**src/rtl/floating_divider.sv**
```systemverilog
// Sequential IEEE-754 single-precision divider, quotient = num1 / num2.
// Restoring mantissa division, one quotient bit per clock, fixed 27-cycle latency.
module floating_divider #(
   parameter bit ROUND_EN = 1'b1
) (
   input  logic        clk,
   input  logic        rst_n,
   input  logic        start,
   input  logic [31:0] num1,
   input  logic [31:0] num2,
   output logic        busy,
   output logic        done,
   output logic [31:0] quotient
);

   typedef enum logic [1:0] {
      S_IDLE,
      S_DIVIDE,
      S_NORM
   } state_t;

   typedef enum logic [1:0] {
      K_NUM,
      K_NAN,
      K_INF,
      K_ZERO
   } kind_t;

   state_t state, state_nx;
   kind_t  kind, kind_d;

   logic              sign;
   logic signed [9:0] exp_r;
   logic [24:0]       rem;
   logic [23:0]       dvs;
   logic [25:0]       q;
   logic [4:0]        cnt;

   logic [7:0]  e1, e2;
   logic [22:0] m1, m2;
   logic        nan1, nan2, inf1, inf2, zro1, zro2;

   assign e1 = num1[30:23];
   assign e2 = num2[30:23];
   assign m1 = num1[22:0];
   assign m2 = num2[22:0];

   assign nan1 = (e1 == 8'hFF) && (m1 != 23'd0);
   assign nan2 = (e2 == 8'hFF) && (m2 != 23'd0);
   assign inf1 = (e1 == 8'hFF) && (m1 == 23'd0);
   assign inf2 = (e2 == 8'hFF) && (m2 == 23'd0);
   assign zro1 = (e1 == 8'h00);
   assign zro2 = (e2 == 8'h00);

   // Class precedence: NaN-producing cases first, then infinities, then zeros
   always_comb begin
      kind_d = K_NUM;
      if (nan1 || nan2 || (zro1 && zro2) || (inf1 && inf2))
         kind_d = K_NAN;
      else if (inf1 || zro2)
         kind_d = K_INF;
      else if (zro1 || inf2)
         kind_d = K_ZERO;
   end

   logic [25:0] diff;
   logic        ge;
   logic [24:0] rem_nx;

   assign diff   = {1'b0, rem} - {2'b00, dvs};
   assign ge     = ~diff[25];
   assign rem_nx = ge ? diff[24:0] : rem;

   logic [22:0]       mant0;
   logic              guard;
   logic signed [9:0] e_n;
   logic [23:0]       mant_r;
   logic signed [9:0] e_f;
   logic [31:0]       packed_q;

   always_comb begin
      mant0 = q[24:2];
      guard = q[1];
      e_n   = exp_r;
      if (!q[25]) begin
         mant0 = q[23:1];
         guard = q[0];
         e_n   = exp_r - 10'sd1;
      end
      mant_r = {1'b0, mant0} + {23'd0, (ROUND_EN && guard)};
      e_f    = mant_r[23] ? (e_n + 10'sd1) : e_n;
      if (e_f >= 10'sd255)
         packed_q = {sign, 8'hFF, 23'd0};
      else if (e_f <= 10'sd0)
         packed_q = {sign, 31'd0};
      else
         packed_q = {sign, e_f[7:0], mant_r[22:0]};
      unique case (kind)
         K_NAN:   packed_q = 32'h7FC0_0000;
         K_INF:   packed_q = {sign, 8'hFF, 23'd0};
         K_ZERO:  packed_q = {sign, 31'd0};
         default: ;
      endcase
   end

   always_comb begin
      state_nx = state;
      unique case (state)
         S_IDLE:   if (start) state_nx = S_DIVIDE;
         S_DIVIDE: if (cnt == 5'd25) state_nx = S_NORM;
         S_NORM:   state_nx = S_IDLE;
         default:  state_nx = S_IDLE;
      endcase
   end

   always_ff @(posedge clk or negedge rst_n) begin
      if (!rst_n) state <= S_IDLE;
      else        state <= state_nx;
   end

   always_ff @(posedge clk or negedge rst_n) begin
      if (!rst_n) begin
         sign     <= 1'b0;
         kind     <= K_NUM;
         exp_r    <= '0;
         rem      <= '0;
         dvs      <= '0;
         q        <= '0;
         cnt      <= '0;
         done     <= 1'b0;
         quotient <= '0;
      end else begin
         unique case (state)
            S_IDLE: begin
               done <= 1'b0;
               if (start) begin
                  sign  <= num1[31] ^ num2[31];
                  kind  <= kind_d;
                  exp_r <= $signed({2'b00, e1}) - $signed({2'b00, e2})
                           + 10'sd127;
                  rem   <= {2'b01, m1};
                  dvs   <= {1'b1, m2};
                  q     <= '0;
                  cnt   <= '0;
               end
            end
            S_DIVIDE: begin
               rem <= rem_nx << 1;
               q   <= {q[24:0], ge};
               cnt <= cnt + 5'd1;
            end
            S_NORM: begin
               quotient <= packed_q;
               done     <= 1'b1;
            end
            default: ;
         endcase
      end
   end

   assign busy = (state != S_IDLE);

endmodule

```
**config.mk**
```make
export PLATFORM = sky130hd
export DESIGN_NAME = floating_divider
export DESIGN_NICKNAME = d
export VERILOG_FILES = /design/src/rtl/floating_divider.sv
export SDC_FILE = /design/constraint.sdc
export NUM_CORES = 1
export LEC_CHECK = 0
export ABC_AREA = 1
export CAP_MARGIN = 30
export CORE_ASPECT_RATIO = 2
export CORE_MARGIN = 4
export CORE_UTILIZATION = 45
export CTS_CLUSTER_DIAMETER = 80
export DETAILED_ROUTE_END_ITERATION = 8
export PLACE_DENSITY = 0.66
export SYNTH_ARGS = -nofsm -noshare
export SYNTH_HDL_FRONTEND = slang
export SYNTH_SLANG_ARGS = --single-unit
```
**constraint.sdc**
```tcl
create_clock -name clk -period 3.9 [get_ports clk]
set_clock_uncertainty 0.2 [all_clocks]
set_input_delay 0.39 -clock clk [delete_from_list [all_inputs] [get_ports clk]]
set_output_delay 0.39 -clock clk [all_outputs]
set_load 0.02 [all_outputs]
```
==> results.md <==
- Outcome: completed
- Critical Path RT: 4.04 ns
- Via/cell ratio: 5.282
- RR Startpoint: q[25]
- Die H: ~210 µm
- Clock power share: around 17%
- Sequential share of power: 22.6%
- Initial DRC count: 364
- R2R Path End: quotient[11]
- CTS max path bufs: 2
- FF-to-FF setup slack: approximately 0.39 ns
- EDFF count, synth: 0
- Worst setup EP type: flop
- XOR/XNOR Fraction of Synth Area: around 3.8%
- Final wirelength: 25380 µm
- Synth Area in Compound Gates: 17.73%
- Max Slew Vio Count: 0
- Root Buffer: clkbuf_16
- Mapped cell area: ~9000 µm²
- Number of H-tree levels: 4
- Main combinational cell family by area after synthesis: simple AND/OR/NAND/NOR gates
- Antenna violations before repair: 0
- Max-cap violations: 0
- Worst-path clk slew: around 0.06 ns
- Worst Setup Path Type: flop to flop
- Power Density: just under 900 nW/µm²
- Hold Path Cell Cnt: 2
- Initial DRT Pass Iterations: 5
- Via Count: 8642
- Met1 usage: 21.31%
- Placed cell area: 10280 µm²
- CTS resizes: 0
- Initial Utilization: 45.55%
- Post-synthesis mux area share: 0.2218%
- Post-DRT Antenna Nets: 0
- Switch share: 47.63%
- Post-Synth Simple-Gate Area: 26.72%
- Core area: 19820 µm²
- R2R cell count: 14
- Final hold vios: 0
- Most common cell after layout, fill and taps aside: nand2_1
- Port-buffer cells: 100
- Synth top area cells: dfrtp_1 (35%), nand2_1 (14%), inv_1 (7.0%)
- Setup bufs post-CTS: 0
- DR DRC count: 0
- Total global routing overflow: 0
- WL per Instance: about 16 µm
- Mapped Avg Cell Area: 7.136 µm²
- Proportion of layout cells with a drive suffix above 1: 6.332%
- Layout fillers: 1950
- Yosys top cell area share: between 30% and 40%
- Final core occ: around 55%
- CTS sink cnt: 128
- Vias in the first global route: 8951
- Sw Pwr: 4.609 mW
- Yosys reg bits: 128
- Synth unique cells: just under 50
- Peak Freq: 0.2849 GHz
- TNS Setup: 0 ns
- Total Power: 9.678 mW
- Largest net degree at the start of global routing: 84
- Number of buffers created by CTS: 17
- Final non-filler cell total: 1636
- Met3 Track Usage GR: 3.384%
- Grt met2 use: 45.98%
- CP Max Fanout: 15
- HP Start: quotient[10]
- Top Ports: between 100 and 150
- GR peak layer: met2
- Measured slew at the worst slew-check pin: 0.7877 ns
- Gr usage total: 23.62%
- Period utilization: about nine tenths
- Hold EP: quotient[10]
- # setup viols final: 0
- Hpwl dp: between 20000 and 25000 µm
- Row cnt: 73
- P&R area growth vs syn: 20.85%
- HP Class: flop to flop
- # diodes: 0
- First-pass GRT wire length: 41960 µm
- Synth Area in Adders: 6.403%
- Die Width: 108.2 µm
- RePlAce Congestion: 0.9753
- Yosys warning count: 0
- Die Footprint: ~23000 µm²
- Multi-input gate area: 4954 µm²
- Pint: 5.069 mW
- Leakage power: between 5 and 6 nW
- Critical path arrival: 3.65 ns
- Maximum vdd drop: about 610 µV
- Post-synth top area cell: dfrtp_1
- Comb power frac: 60.0%
- Storage cell area: about 3200 µm²
- Async SR Flop Fraction: 100.0%
- Most frequent cells in the layout: nand2_1 (339), inv_1 (168), dfrtp_1 (128), o21ai_0 (101), clkdlybuf4s50_1 (99)
- Cell area after layout: between 10000 and 15000 µm²
- Slew headroom: between 40% and 50%
- CTS tree: built
- Net Count, Synth: 1377
- Hold_buf cts: 1
- Post-synthesis sequential area ratio: 35.48%
- Cells after Synth: between 1000 and 1500
- RSZ-0062 raised after global routing: no
- Main synth FF type: dfrtp_1
- Clock Latency Late Sink: 0.42 ns
- DP Cell Count: 1604
- Nets@finish: 1474
- CP startpoint kind: flop
- Minimum clock period: 3.510 ns
==> per-layer routing <==
metal	part of all wire, %	vias to the layer above
met4	7.1	0
met1	34	3965
li1	-	4380
met2	56	217
met5	0	-
met3	3.2	80
==> worst max path at each step <==
stage                from      endpoint  slack (ns)  cells past startpoint
finish              q[25]  quotient[11]        0.39                     14
floorplan           q[25]   quotient[2]        1.01                     16
global route        q[25]  quotient[11]        0.03                     14
CTS                 q[25]  quotient[11]        0.34                     14
detailed placement  q[25]  quotient[11]        0.35                     14
global placement    q[25]  quotient[11]        0.50                     14
==> area by class of cell <==
cell class	instances	share of cell area, %
Timing Repair Buffer	118	10.45
Sequential cell	128	29.36
Inverter	176	6.079
Tap cell	262	3.005
Multi-Input combinational cell	921	45.41
Clock inverter	9	1.445
Clock buffer	22	4.255
==> per-stage QoR <==
step           worst slack (ns)  hold WS (ns)
5_1_grt                 0.03274        0.2873
3_3_place_gp             0.5016        0.2460
6_report                 0.3903        0.2749
4_1_cts                  0.3412        0.2787
3_5_place_dp             0.3523        0.2573
2_1_floorplan             1.011       -0.1056
==> sequential cells by signal, indices dropped and copies added (netlist names) <==
register  cells
kind          2
exp_r        10
sign          1
quotient     32
q            26
dvs          24
done          1
rem          25
cnt           5
state         2
==> cells in the mapped netlist, types with 2 or more instances <==
cell type	n
xor2_1	23
nor2_1	96
o21a_1	3
a21o_1	8
or2_2	5
dfrtp_1	128
clkinv_1	3
o311ai_0	2
nor2_2	6
fa_1	2
o31ai_1	3
o21ai_2	12
buf_1	2
clkbuf_1	29
ha_1	43
nand2_2	3
nor3_1	8
o21ai_1	17
a21boi_0	2
nor4_1	17
inv_2	4
o211ai_1	19
nand3b_1	7
nand3_1	56
buf_4	2
a22oi_1	3
nand4_1	20
o21bai_1	6
o22ai_1	27
a2bb2oi_1	7
buf_6	7
nand2_1	339
a21oi_1	52
a31oi_1	5
mux2i_1	2
inv_1	168
xnor2_1	14
nor2_4	4
o21ai_0	101
==> critical path, stage by stage, from the launching register on <==
cell	delay [ns]
dfrtp_1	0.71
buf_4	0.29
nand2_1	0.07
o21ai_1	0.15
nand2_1	0.15
nor2_4	0.21
nand4_2	0.17
nor3_1	0.19
nand3_1	0.14
xor2_2	0.24
clkinv_1	0.15
nor2_4	0.31
nand2_1	0.09
buf_4	0.21
o21ai_0	0.14
==> cell families (layout without fill, tap and decap cells) <==
kind of cell | count (synthesis) | count (layout)
and+or+nand+nor | 565 | 565
AOI/OAI and AO/OA | 271 | 271
buffers and inverters | 216 | 325
DFF | 128 | 128
adders and majority gates | 45 | 45
xor gates and xnor gates | 38 | 38
muxes | 2 | 2
==> power groups by stage <==
| stage | Combinational (mW) | Sequential, mW | Clock (mW) |
|---|---|---|---|
| floorplan | 4.41 | 2.11 | 0 |
| global placement | 5.67 | 2.20 | 0 |
| finish | 5.80 | 2.19 | 1.68 |
| global route | 6.60 | 2.25 | 1.77 |
| detailed placement | 5.75 | 2.21 | 0 |
| CTS | 5.80 | 2.19 | 1.72 |
Note: power is estimated with default switching activity, not from simulation.
